[src/rtl/tmod_pkg.sv]
// Shared types for the temperature-module master controller: command opcodes,
// controller FSM states and the channel-index width helper.
package tmod_pkg;

    typedef enum logic [1:0] {
        TMOD_OP_NOOP      = 2'd0,
        TMOD_OP_RESET     = 2'd1,
        TMOD_OP_SET_FRQ   = 2'd2,
        TMOD_OP_READ_TEMP = 2'd3
    } tmod_op_e;

    typedef enum logic [1:0] {
        ST_IDLE  = 2'd0,
        ST_ISSUE = 2'd1,
        ST_WAIT  = 2'd2,
        ST_DONE  = 2'd3
    } tmod_mc_state_e;

    localparam int unsigned TMOD_TO_W = 16;

    // Channel index width; a single-channel build still carries a 1-bit index.
    function automatic int unsigned tmod_ch_w(input int unsigned n);
        return (n > 32'd1) ? $clog2(n) : 32'd1;
    endfunction

endpackage

[src/rtl/tmod_timeout.sv]
// WAIT-state cycle counter: cleared on the way into WAIT, counts each WAIT
// cycle and flags the cycle in which the TO_CYCLES-th WAIT cycle is reached.
module tmod_timeout
    import tmod_pkg::*;
#(
    parameter int TO_CYCLES = 255
) (
    input  logic clk,
    input  logic reset,
    input  logic clr,
    input  logic en,
    output logic expired
);

    localparam logic [TMOD_TO_W-1:0] LAST_CNT = TMOD_TO_W'(TO_CYCLES - 1);

    logic [TMOD_TO_W-1:0] cnt_q;
    logic [TMOD_TO_W-1:0] cnt_d;

    // Next count: clear has priority over counting.
    always_comb begin
        cnt_d = cnt_q;
        if (clr) begin
            cnt_d = {TMOD_TO_W{1'b0}};
        end else if (en) begin
            cnt_d = cnt_q + {{(TMOD_TO_W-1){1'b0}}, 1'b1};
        end else begin
            cnt_d = cnt_q;
        end
    end

    // Counter register.
    always_ff @(posedge clk) begin
        if (reset) begin
            cnt_q <= {TMOD_TO_W{1'b0}};
        end else begin
            cnt_q <= cnt_d;
        end
    end

    assign expired = en && (cnt_q == LAST_CNT);

endmodule

[src/rtl/tmod_master_mc.sv]
// Master controller issuing one command at a time to N_CH temperature modules.
// Optional WAIT timeout is enabled by defining TMOD_TIMEOUT_EN.
module tmod_master_mc
    import tmod_pkg::*;
#(
    parameter int N_CH      = 4,
    parameter int DW        = 8,
    parameter int TO_CYCLES = 255
) (
    input  logic                          clk,
    input  logic                          reset,
    input  logic                          cmd_valid,
    output logic                          cmd_ready,
    input  logic [1:0]                    cmd_op,
    input  logic [tmod_ch_w(N_CH)-1:0]    cmd_ch,
    input  logic [DW-1:0]                 cmd_data,
    output logic                          done,
    output logic                          err,
    output logic [DW-1:0]                 rsp_data,
    output logic [N_CH-1:0]               slv_sel,
    output logic [1:0]                    slv_op,
    output logic [DW-1:0]                 slv_wdata,
    input  logic [N_CH*DW-1:0]            slv_rdata,
    input  logic [N_CH-1:0]               slv_ready
);

    localparam int CHW = tmod_ch_w(N_CH);

    tmod_mc_state_e  state_q, state_d;
    logic            cmd_ready_q, cmd_ready_d;
    logic [CHW-1:0]  ch_q, ch_d;
    tmod_op_e        op_q, op_d;
    logic [DW-1:0]   data_q, data_d;
    logic [N_CH-1:0] sel_q, sel_d;
    logic            done_q, done_d;
    logic            err_q, err_d;
    logic [DW-1:0]   rsp_q, rsp_d;

    logic [N_CH-1:0] cmd_onehot;
    logic            cmd_ch_ok;
    logic            ch_ok;
    logic            ready_sel;
    logic [DW-1:0]   rdata_sel;
    logic            to_expired;

    // Channel decode: one-hot of the incoming channel and mux of the latched one.
    always_comb begin
        cmd_onehot = {N_CH{1'b0}};
        ready_sel  = 1'b0;
        rdata_sel  = {DW{1'b0}};
        for (int i = 0; i < N_CH; i++) begin
            cmd_onehot[i] = (cmd_ch == CHW'(i));
            ready_sel     = ready_sel | (slv_ready[i] & (ch_q == CHW'(i)));
            rdata_sel     = rdata_sel | (slv_rdata[i*DW +: DW] & {DW{ch_q == CHW'(i)}});
        end
        cmd_ch_ok = (32'(cmd_ch) < 32'(N_CH));
        ch_ok     = (32'(ch_q) < 32'(N_CH));
    end

`ifdef TMOD_TIMEOUT_EN
    logic to_clr;
    logic to_en;

    assign to_clr = (state_q == ST_ISSUE);
    assign to_en  = (state_q == ST_WAIT);

    tmod_timeout #(
        .TO_CYCLES (TO_CYCLES)
    ) u_timeout (
        .clk     (clk),
        .reset   (reset),
        .clr     (to_clr),
        .en      (to_en),
        .expired (to_expired)
    );
`else
    assign to_expired = 1'b0;
`endif

    // Next-state and registered-output logic. slv_sel is loaded on the accept
    // edge so the strobe lines up with the single ISSUE cycle.
    always_comb begin
        state_d = state_q;
        ch_d    = ch_q;
        op_d    = op_q;
        data_d  = data_q;
        sel_d   = {N_CH{1'b0}};
        done_d  = 1'b0;
        err_d   = 1'b0;
        rsp_d   = rsp_q;
        case (state_q)
            ST_IDLE: begin
                if (cmd_valid && cmd_ready_q) begin
                    state_d = ST_ISSUE;
                    ch_d    = cmd_ch;
                    op_d    = tmod_op_e'(cmd_op);
                    data_d  = cmd_data;
                    if ((tmod_op_e'(cmd_op) != TMOD_OP_NOOP) && cmd_ch_ok) begin
                        sel_d = cmd_onehot;
                    end else begin
                        sel_d = {N_CH{1'b0}};
                    end
                end else begin
                    state_d = ST_IDLE;
                end
            end
            ST_ISSUE: begin
                if (op_q == TMOD_OP_NOOP) begin
                    state_d = ST_DONE;
                    done_d  = 1'b1;
                    err_d   = 1'b0;
                end else if (!ch_ok) begin
                    state_d = ST_DONE;
                    done_d  = 1'b1;
                    err_d   = 1'b1;
                end else begin
                    state_d = ST_WAIT;
                end
            end
            ST_WAIT: begin
                // Ready wins over a timeout expiring in the same cycle.
                if (ready_sel) begin
                    state_d = ST_DONE;
                    done_d  = 1'b1;
                    if (op_q == TMOD_OP_READ_TEMP) begin
                        rsp_d = rdata_sel;
                    end else begin
                        rsp_d = rsp_q;
                    end
                end else if (to_expired) begin
                    state_d = ST_DONE;
                    done_d  = 1'b1;
                    err_d   = 1'b1;
                end else begin
                    state_d = ST_WAIT;
                end
            end
            ST_DONE: begin
                state_d = ST_IDLE;
            end
            default: begin
                state_d = ST_IDLE;
            end
        endcase
        cmd_ready_d = (state_d == ST_IDLE);
    end

    // State and output registers; reset abandons any command in flight.
    always_ff @(posedge clk) begin
        if (reset) begin
            state_q     <= ST_IDLE;
            cmd_ready_q <= 1'b1;
            ch_q        <= {CHW{1'b0}};
            op_q        <= TMOD_OP_NOOP;
            data_q      <= {DW{1'b0}};
            sel_q       <= {N_CH{1'b0}};
            done_q      <= 1'b0;
            err_q       <= 1'b0;
            rsp_q       <= {DW{1'b0}};
        end else begin
            state_q     <= state_d;
            cmd_ready_q <= cmd_ready_d;
            ch_q        <= ch_d;
            op_q        <= op_d;
            data_q      <= data_d;
            sel_q       <= sel_d;
            done_q      <= done_d;
            err_q       <= err_d;
            rsp_q       <= rsp_d;
        end
    end

    assign cmd_ready = cmd_ready_q;
    assign done      = done_q;
    assign err       = err_q;
    assign rsp_data  = rsp_q;
    assign slv_sel   = sel_q;
    assign slv_op    = op_q;
    assign slv_wdata = data_q;

endmodule
[config.mk]
export PLATFORM = sky130hd
export DESIGN_NAME = tmod_master_mc
export DESIGN_NICKNAME = d
export VERILOG_FILES = /design/src/rtl/tmod_pkg.sv /design/src/rtl/tmod_timeout.sv /design/src/rtl/tmod_master_mc.sv
export SDC_FILE = /design/constraint.sdc
export NUM_CORES = 1
export LEC_CHECK = 0
export CAP_MARGIN = 25
export CORE_MARGIN = 1.5
export CORE_UTILIZATION = 35
export CTS_CLUSTER_SIZE = 30
export DETAILED_ROUTE_END_ITERATION = 8
export GPL_ROUTABILITY_DRIVEN = 0
export GPL_TIMING_DRIVEN = 0
export PLACE_DENSITY = 0.76
export SLEW_MARGIN = 40
export SYNTH_ARGS = -nofsm -noshare
export SYNTH_HDL_FRONTEND = slang
export SYNTH_HIERARCHICAL = 1
export SYNTH_SLANG_ARGS = --single-unit
[constraint.sdc]
create_clock -name clk -period 1.7 [get_ports clk]
set_input_delay 0.425 -clock clk [delete_from_list [all_inputs] [get_ports clk]]
set_output_delay 0.425 -clock clk [all_outputs]
set_load 0.005 [all_outputs]
Word level (Yosys, flattened, before mapping)
Cells that the tools add are included.
{ "word_totals": {"elab_cells": 52, "in_bits": 51, "regBits": 28, "out_inout_bits": 25} }
{ "op_classes": {"mux": 7, "n_eq_ne": 10, "reduce_logical": 10, "n_bitwise": 17} }
{ "ops": {"columns": ["op", "n"], "rows": [
  ["AND 8 bit", 4],
  ["bitwise OR 8 bit", 3],
  ["== test 2 bit (second input constant)", 7],
  ["logical NOT 2 bit", 5],
  ["one-hot mux 2 bit (4 select lines)", 1],
  ["== test 2 x 1 -> 1 bit (second input constant)", 3],
  ["two-way mux 1 bit", 5],
  ["AND 1 bit", 4],
  ["OR reduction 4 bit", 1],
  ["NOT 1 bit", 3],
  ["bitwise OR 1 bit", 3],
  ["AND reduction 3 bit", 1],
  ["one-hot mux 1 bit (2 select lines)", 1],
  ["AND reduction 2 bit", 1],
  ["nonzero test 2 bit", 1],
  ["logical AND 1 bit", 1]
]} }

Depth between registers and ports, before layout
Gate-level depths: netlist (run 1).
{ "logic_depth": {"ltp_word": 8, "mapped_depth": 6, "depth_no_buf": 5} }

Least setup slack after synthesis (run 1)
Ideal clock, no wire load.
{ "synth_path": {"kind": "register to register", "from": "register ch_q[0]", "to": "register state_q[0]", "arrival_ps": 1533, "slack_ps": 39, "synth_period_minus_slack_ps": 1661, "path_stages_with_launch": 7, "required_ps": 1571, "path_cell_list": "dfxtp_1 buf_6 mux4_2 buf_6 buf_4 a211oi_1 a211oi_1"} }
{ "synth_via": {"elab_chain_cells": 7, "word_cells_on_any_way": 13} }
{ "synth_rtl": {"columns": ["item", "line", "text"], "rows": [
  ["start: declaration", "tmod_master_mc.sv:31", "logic [CHW-1:0] ch_q, ch_d;"],
  ["start signal: assignment", "tmod_master_mc.sv:153", "ch_q <= {CHW{1'b0}};"],
  ["start signal: assignment", "tmod_master_mc.sv:163", "ch_q <= ch_d;"],
  ["== test 2 x 1 -> 1 bit or logical NOT 2 bit (tied branches)", "tmod_master_mc.sv:53", "ready_sel = ready_sel | (slv_ready[i] & (ch_q == CHW'(i)));"],
  ["AND 1 bit", "tmod_master_mc.sv:53", null],
  ["bitwise OR 1 bit (2 in a row)", "tmod_master_mc.sv:53", null],
  ["bitwise OR 1 bit *", "tmod_master_mc.sv:53", null],
  ["two-way mux 1 bit *", "tmod_master_mc.sv:122", "if (ready_sel) begin"],
  ["one-hot mux 2 bit (4 select lines) *", "tmod_master_mc.sv:91", "case (state_q)"],
  ["end signal: assignment", "tmod_master_mc.sv:161", "state_q <= state_d;"],
  ["end: declaration", "tmod_master_mc.sv:29", "tmod_mc_state_e state_q, state_d;"]
]} }
Mark *: on every way between the ends. The rest lies on a longest branch, timed or not.
A chain may end at the register's enable or synchronous reset.

Final worst setup path (run 1)
Ends and elaborated chain as after synthesis.

==> results of run 1 <==
==> through the flow <==
stage                     utilization, %  hold slack [ps]  cells  power [µW]  instance area, µm²
after floorplan                        -              453    146        1450                1410
after global placement              58.4              441    267        1820                2200
after detailed placement            58.4              448    267        1840                2200
after CTS                           60.8              460    271        2400                2290
after global routing                64.1              482    278        2690                2420
final                               64.1              459    278        2530                2420
==> report_power, final <==
group          total, µW  switching [µW]  internal (µW)
clock network        529             213            315
registers            815            55.5            760
logic               1190             561            625
==> what timing repair did <==
item,in CTS,in global routing
gates resized for setup,4,14
setup buffers,1,7
endpoints found under the setup margin,8,12
pin swaps,4,4
gates cloned,0,1
==> registers in the layout (all words and copies together), names as in the netlist <==
signal,cells
ch_q,2
cmd_ready,1
done,1
rsp_data,8
slv_op,2
slv_sel,4
slv_wdata,8
state_q,2
==> cells in the final DEF (no fill, tap or decap), types with 2 or more instances in the layout <==
cell and n:
inv_1 11, nand2_1 25, nor3_1 3, dfxtp_1 27
nand4_1 8, buf_4 8, a21oi_1 17, buf_8 2
a21oi_2 4, clkdlybuf4s50_1 69, dlymetal6s2s_1 4, mux4_1 8
ha_1 3, clkbuf_8 3, and3_1 2, nor3b_1 2
a31o_2 8, nor2_1 2, clkbuf_1 6, buf_6 2
==> metal layers <==
| layer | vias to the layer above | track usage (%) |
|---|---|---|
| met4 | 0 | 5.10 |
| met1 | 625 | 24.1 |
| li1 | 692 | - |
| met5 | - | 0 |
| met2 | 54 | 28.6 |
| met3 | 5 | 5.74 |
==> worst max-delay path: stages (launching register included) <==
cell and delay, ps:
dfxtp_2 330, buf_6 120, mux4_2 510, buf_8 160, buf_8 130, a211oi_4 230, a211oi_2 50
==> kinds of logic (layout without fill, tap and decap cells) <==
kind of cell               Yosys count  after routing  share of synthesized area [%]
AOI/OAI and AO/OA                   33             33                           16.2
adders and majority gates            4              4                           3.54
buffers and inverters               25            109                           8.33
DFF                                 28             28                           39.7
and+or+nand+nor                     46             46                           15.5
muxes                                9              9                           16.5
other                                1              1                          0.265
==> how the worst min path moves through the flow <==
stage / endpoint / slack, ps / start / cells after the start
global route: slv_wdata[4] / 480 / slv_wdata[4] / 2
detailed placement: slv_wdata[4] / 450 / slv_wdata[4] / 2
CTS: slv_wdata[4] / 460 / slv_wdata[4] / 2
floorplan: slv_wdata[0] / 450 / slv_wdata[0] / 2
finish: slv_wdata[4] / 460 / slv_wdata[4] / 2
global placement: slv_wdata[0] / 440 / slv_wdata[0] / 2
==> final cells by class <==
type / count / area (µm²)
buffer: 12 / 80.1
timing repair buffer: 82 / 830
clock buffer: 3 / 41.3
multi-input combinational: 93 / 774
inverter: 11 / 41.3
tap: 48 / 60.1
fill: 320 / 1350
clock inverter: 1 / 30.0
sequential: 28 / 562
==> results by group, run 1 <==
Outcome
  – Status: complete, no violations

Worst setup path
  – Startpoint class of the critical path: flop
  – R2r startpoint: ch_q[0]
  – Setup crit end kind: flop
  – WP data arrival: 1820 ps
  – Critical path type: reg2reg
  – Critical Path End: state_q[0]
  – Flop2flop setup slack: 40 ps
  – Crit Reg-Reg Endpoint: state_q[0]
  – Crit-path max FO: 8
  – R2r worst-path depth: 6
  – Critical Path RT: about 1900 ps
  – CP startpoint: ch_q[0]

Floorplanning
  – Top-level I/O count: 76
  – Initial Utilization: around 37%
  – Die height: 66.5 µm
  – Die width: 66.5 µm
  – Die area: between 4000 and 5000 µm²
  – Core area: about 3800 µm²
  – # rows: 22

Synth
  – Synth Register Bits: 28
  – Most frequent cells after synthesis: dfxtp_1 (28), nand2_1 (25), a21oi_1 (21)
  – Synthesized area: between 1000 and 1500 µm²
  – Synth warnings: 6
  – Ys async rst share: 0%
  – Area leader, netlist: dfxtp_1
  – Seq/Total Area, Yosys: about 40%
  – Cells after Synth: roughly 150
  – Synth top area share: between 30% and 40%
  – Synthesized Nets: ~200
  – Distinct cells, synth: 25
  – Top-count cell post-synth: dfxtp_1
  – Syn avg cell area: approximately 9.7 µm²
  – Top FF cell, synth: dfxtp_1
  – Post-synth EDFFs: 0
  – Largest cells by area after synthesis: dfxtp_1 (40%), mux4_1 (15%), a21oi_1 (7.4%)

STA
  – Max Clock Freq: 603 MHz
  – Tightest Pin Transition: between 500 and 600 ps
  – Slew Viols, Final: 0
  – Setup TNS Final: 0 ps
  – Skew final: 2.29 ps
  – Setup ws final: 42.3 ps
  – Final hold viol count: 0
  – Slew headroom: between 60% and 70%
  – Fin crit share: a little over nine tenths
  – # setup viols final: 0
  – Final worst path period need: around 1700 ps

Detailed routing
  – Post-DRT Antenna Nets: 0
  – DRT met1 WL: approximately 1700 µm
  – Pre-Repair DR Iteration Count: 4
  – Vias: 1376
  – WL final: ~3900 µm
  – Max Used Layer: met4
  – Initial DRC count: 53
  – WL/cell: about 14 µm
  – DRC Markers: 0
  – Via/cell ratio: 4.95
  – Met2 routed WL: between 1500 and 2000 µm
  – DR WL met3: 291 µm

Power and ir drop
  – Power per cell area: 1050 nW/µm²
  – Leakage: ~0.0009 µW
  – Peak supply drop: about 480 µV

Global routing
  – Gr ovfl total: 0
  – First-pass GRT wire length: slightly above 6000 µm
  – Vias in the first global route: around 1200
  – Largest net degree at the start of global routing: 17
  – Antenna violations before repair: 0
  – GR Util All Layers: a little under a fifth

CTS
  – Num CTS Buffers: 3
  – Root Buffer: clkbuf_8
  – Worst-path clk slew: approximately 100 ps
  – H-Tree Depth: 1
  – Clk sink count: 28
  – Worst-Skew Late Latency: between 200 and 300 ps
  – Clock tree buffer depth: 2
  – CTS tree: yes
  – # hold bufs at CTS: 0

Placement
  – Dpl hpwl: 2940 µm
  – Setup slack at placement: -399 ps
  – Port Buf Inserts: between 70 and 80

Layout
  – Ant diodes: 0
  – Share of layout cells above drive strength 1: between 10% and 20%
  – Final #Nets: ~290
  – Area delta synth->final: 71.2%

Run
  – Max_cap viols: 0

Hold path
  – HP Class: reg2reg
Power figures use the tool's default switching activity.
==> run 2: changes to the inputs <==
CTS_BUF_LIST = sky130_fd_sc_hd__clkbuf_8 sky130_fd_sc_hd__clkbuf_16   (was not set)
==> results of run 2 <==
Same layout as run 1: the final DEF is identical, and so are final timing and power.
==> RTL change 1: new RTL, settings of run 2 <==
The parameter `N_CH` goes from 4 to 8.
--- a/src/rtl/tmod_master_mc.sv
+++ b/src/rtl/tmod_master_mc.sv
@@ -4,5 +4,5 @@
     import tmod_pkg::*;
 #(
-    parameter int N_CH      = 4,
+    parameter int N_CH      = 8,
     parameter int DW        = 8,
     parameter int TO_CYCLES = 255
Interface: changed (resized cmd_ch, slv_rdata, slv_ready and slv_sel); port bits go from 76 to 117. The function was not compared with the original's and may differ.
==> RTL change 1 against run 2 <==
  * The flow now finishes with violations (negative setup slack)
  * Synthesized area is 33% higher
  * Synthesized cell count is 36% higher
  * Sequential power is 17% higher
  * Sequential cell count is 5 higher
  * Design area is 39% higher
  * Die area is 31% higher
  * Power is 21% higher
  * Setup slack worse by 0.31 ns
  * Fmax is 16% lower
  * Wire length is 52% higher
  * First-iteration DRC count is 1.9% lower
  * Critical path type is now in -> reg
==> RTL change 1: results <==
{
  "wl_um": 5950,
  "dp_hpwl_um": 4620,
  "synth_seq_area_share_pct": 35.2,
  "layout.filler_cells": 459,
  "final-setup-viol-count": 11,
  "signal_buffer_area_fraction_pct": 38.3,
  "seq-power_mw": 0.954,
  "switching_share_pct": 31.8,
  "drt_first_iter_violations": 52,
  "cp-start-kind": "input pin",
  "multi_input_cells": 146,
  "violations": "negative setup slack",
  "non_clock_buffer_instance_count_of_the_final_layout": 134,
  "outcome": "complete, but fails checks",
  "worst_ep_arrival_time_ns": 2.14,
  "clock_buf_inv_share_pct": 3.58,
  "post-cts-setup-buffers": 5,
  "cts_buffers": 5,
  "post_route_cells_drive_above_1_share_pct": 17.1,
  "reg2reg_from": "ch_q[2]",
  "power_leakage_nw": 1.29,
  "numPortBuffers": 115,
  "global_route_wire_length_before_repair_um": 9550,
  "multi_input_area_sq_um": 1170,
  "clk_pin_slew_ns": 0.07,
  "routed_wire_length_on_met3_um": 250,
  "worstSetupEndpoint": "rsp_data[4]",
  "grt_max_degree": 12,
  "hold_ws_ns": 0.456,
  "synth.cells.most_frequent": "sky130_fd_sc_hd__nand2_1, sky130_fd_sc_hd__dfxtp_1, sky130_fd_sc_hd__a21oi_1",
  "skew_ns": 0.00668,
  "vias_per_cell": 4.89,
  "synth.lib_cells_used.distinct": 36,
  "synth.top_cells.by_area": "sky130_fd_sc_hd__dfxtp_1, sky130_fd_sc_hd__mux4_2, sky130_fd_sc_hd__nand2_1",
  "synth_compound_gate_area_share_pct": 10.7,
  "n_all_inverters": 6,
  "synth.net_count": 290,
  "synthMuxAreaShare_pct": 27.5,
  "via_count_of_the_first_global_routing_pass": 2042,
  "drt-met1-wl_um": 2400,
  "worst_slack_ns": -0.271,
  "synth-adder-area-share_pct": 2.67,
  "clockBufferCount": 6,
  "groute.usage.overall_pct": 20.7,
  "timing.fmax_mhz": 507,
  "critical_path.startpoint": "slv_ready[7]",
  "worst_hold_path.endpoint": "slv_wdata[2]"
}
## RTL change 1: cell count changes after synthesis, sizes merged, moves of 3 or more
cell,delta
a31o,-8
dfxtp,+5
inv,-6
mux2,+8
mux2i,+14
mux4,+3
nand2,+15
nand2b,+3
nand3b,+6
nand4,-8
nor2,+8
nor2b,+5
nor3b,-3
## RTL change 1: stage by stage
step	setup TNS (ns)	total power [mW]	area, sq um	worst slack, ns	instances
2_1_floorplan	-1.60	1.68	1880	-0.284	198
6_report	-2.38	3.06	3360	-0.271	397
3_5_place_dp	-13.32	2.19	3120	-0.835	383
5_1_grt	-3.05	3.26	3360	-0.324	397
3_3_place_gp	-12.92	2.16	3120	-0.803	383
4_1_cts	-2.28	3.03	3320	-0.296	396
## RTL change 1: layer usage
layer | vias to the layer above | GRT usage (%)
li1 | 952 | -
met3 | 10 | 4.55
met1 | 919 | 23.7
met5 | - | 0
met4 | 0 | 7.78
met2 | 61 | 37.6
==> RTL change 2: new RTL, settings of run 2 <==
Made on the original files. Encoding of `tmod_mc_state_e`: now one-hot (4 bits for 4 states).
--- a/src/rtl/tmod_pkg.sv
+++ b/src/rtl/tmod_pkg.sv
@@ -10,9 +10,9 @@
     } tmod_op_e;
 
-    typedef enum logic [1:0] {
-        ST_IDLE  = 2'd0,
-        ST_ISSUE = 2'd1,
-        ST_WAIT  = 2'd2,
-        ST_DONE  = 2'd3
+    typedef enum logic [3:0] {
+        ST_IDLE  = 4'b0001,
+        ST_ISSUE = 4'b0010,
+        ST_WAIT  = 4'b0100,
+        ST_DONE  = 4'b1000
     } tmod_mc_state_e;
 
Check against the original RTL: same outputs for any inputs over 10 cycles, from zero or initial values and one cycle with reset high; not proved beyond that.
==> RTL change 2 against run 2 <==
  * Hold slack improved by 0.020 ns
  * Critical path type is now reg -> out
  * Sequential cell count up 2
  * First-iteration DRC count rose by 74%
  * Wire length fell by 4.7%
  * Synthesized area up 5.0%
  * Setup slack gained 0.054 ns
  * Design area is 0.41% higher
  * Die area increased by 4.8%
Power is not compared: it rests on default switching activity, and its combinational part moved more than twofold at a synthesized area within 25%.
==> RTL change 2: results <==
{
  "crit_path_max_incr_delay_ns": 0.53,
  "clockBufferCount": 6,
  "numPortBuffers": 74,
  "synth.lib_cells_used.distinct": 29,
  "dp_hpwl_um": 2840,
  "finish.net_count": 271,
  "met2_routed_wl_um": 1880,
  "post_route_cells_drive_above_1_share_pct": 9.95,
  "reg2reg_setup_slack_ns": 0.11,
  "outcome": "finished, final reports clean",
  "seq_area_sq_um": 603,
  "cts_buffers": 5,
  "htreeDepth": 2,
  "grt_max_degree": 11,
  "synth_seq_area_share_pct": 40.5,
  "wl_um": 3720,
  "n_all_inverters": 2,
  "non_clock_buffer_instance_count_of_the_final_layout": 83,
  "worstSetupEndpoint": "slv_op[0]",
  "worst_hold_path.endpoint": "slv_wdata[1]",
  "synth.net_count": 191,
  "layout.cells.non_filler": 271,
  "synthMuxAreaShare_pct": 21.1,
  "multi_input_cells": 98,
  "via_count_of_the_first_global_routing_pass": 1291,
  "synth_compound_gate_area_share_pct": 11.2,
  "global_route_met2_usage_pct": 28.4,
  "dp_cells": 264,
  "synth.cells.most_frequent": "sky130_fd_sc_hd__dfxtp_1, sky130_fd_sc_hd__nand2b_1, sky130_fd_sc_hd__a21oi_1, sky130_fd_sc_hd__o21ai_0, sky130_fd_sc_hd__nand3_1",
  "synthesis.area_per_instance_sq_um": 10.6,
  "critical_path.startpoint": "slv_op[0]",
  "worst_ep_arrival_time_ns": 1.18,
  "use_met1_pct": 20.1,
  "routed_wire_length_on_met3_um": 209,
  "slowest_stage": "sky130_fd_sc_hd__clkdlybuf4s50_1",
  "vias_per_cell": 5.08,
  "drt_first_iter_violations": 92,
  "multi_input_area_sq_um": 806,
  "layout.sequential_cells": 30,
  "signal_buffer_area_fraction_pct": 33.2,
  "ctsResizeCount": 0,
  "min-delay-path-class": "reg -> reg",
  "worst_r2r_path_depth": 4,
  "layout.filler_cells": 364,
  "core.rowCount": 23,
  "hold_start": "slv_wdata[1]",
  "clk_pin_slew_ns": 0.07,
  "drt-met1-wl_um": 1610,
  "critPathMaxFanout": 4,
  "top_layer_used": "met4",
  "groute.usage.overall_pct": 16.7,
  "skew_ns": 0.00482,
  "post-cts-setup-buffers": 0,
  "timing.rr.end": "rsp_data[6]",
  "global_route_wire_length_before_repair_um": 5730,
  "synth.top_cells.by_area": "sky130_fd_sc_hd__dfxtp_1, sky130_fd_sc_hd__mux4_1, sky130_fd_sc_hd__nand2b_1",
  "clock_buf_inv_share_pct": 5.87
}
[RTL change 2: cell count changes after synthesis, sizes merged, moves of 7 or more]
cell    delta
mux2i      +8
a21oi      -7
inv        -9
nand2b    +17
nand3     +11
o21ai     +14
nand4      -7
nand2     -23
[RTL change 2: metrics by stage]
stage | total power, mW | setup TNS (ns) | util [%] | setup WS (ns) | hold slack (ns)
after floorplan | 0.926 | 0 | - | 0.267 | 0.467
after global placement | 1.12 | -4.41 | 56.8 | -0.263 | 0.462
after global routing | 2.08 | 0 | 60.3 | 0.0112 | 0.506
final | 2.00 | 0 | 60.3 | 0.0961 | 0.479
after CTS | 2.01 | 0 | 60.3 | 0.0127 | 0.479
after detailed placement | 1.12 | -4.53 | 56.8 | -0.249 | 0.471
[RTL change 2: worst register-to-register path: cells and delay by family (launching register included)]
| kind | cells | cell delay [ns] |
|---|---|---|
| and+or+nand+nor | 1 | 0.23 |
| muxes | 2 | 0.81 |
| buffers and inverters | 1 | 0.16 |
| DFF | 1 | 0.32 |
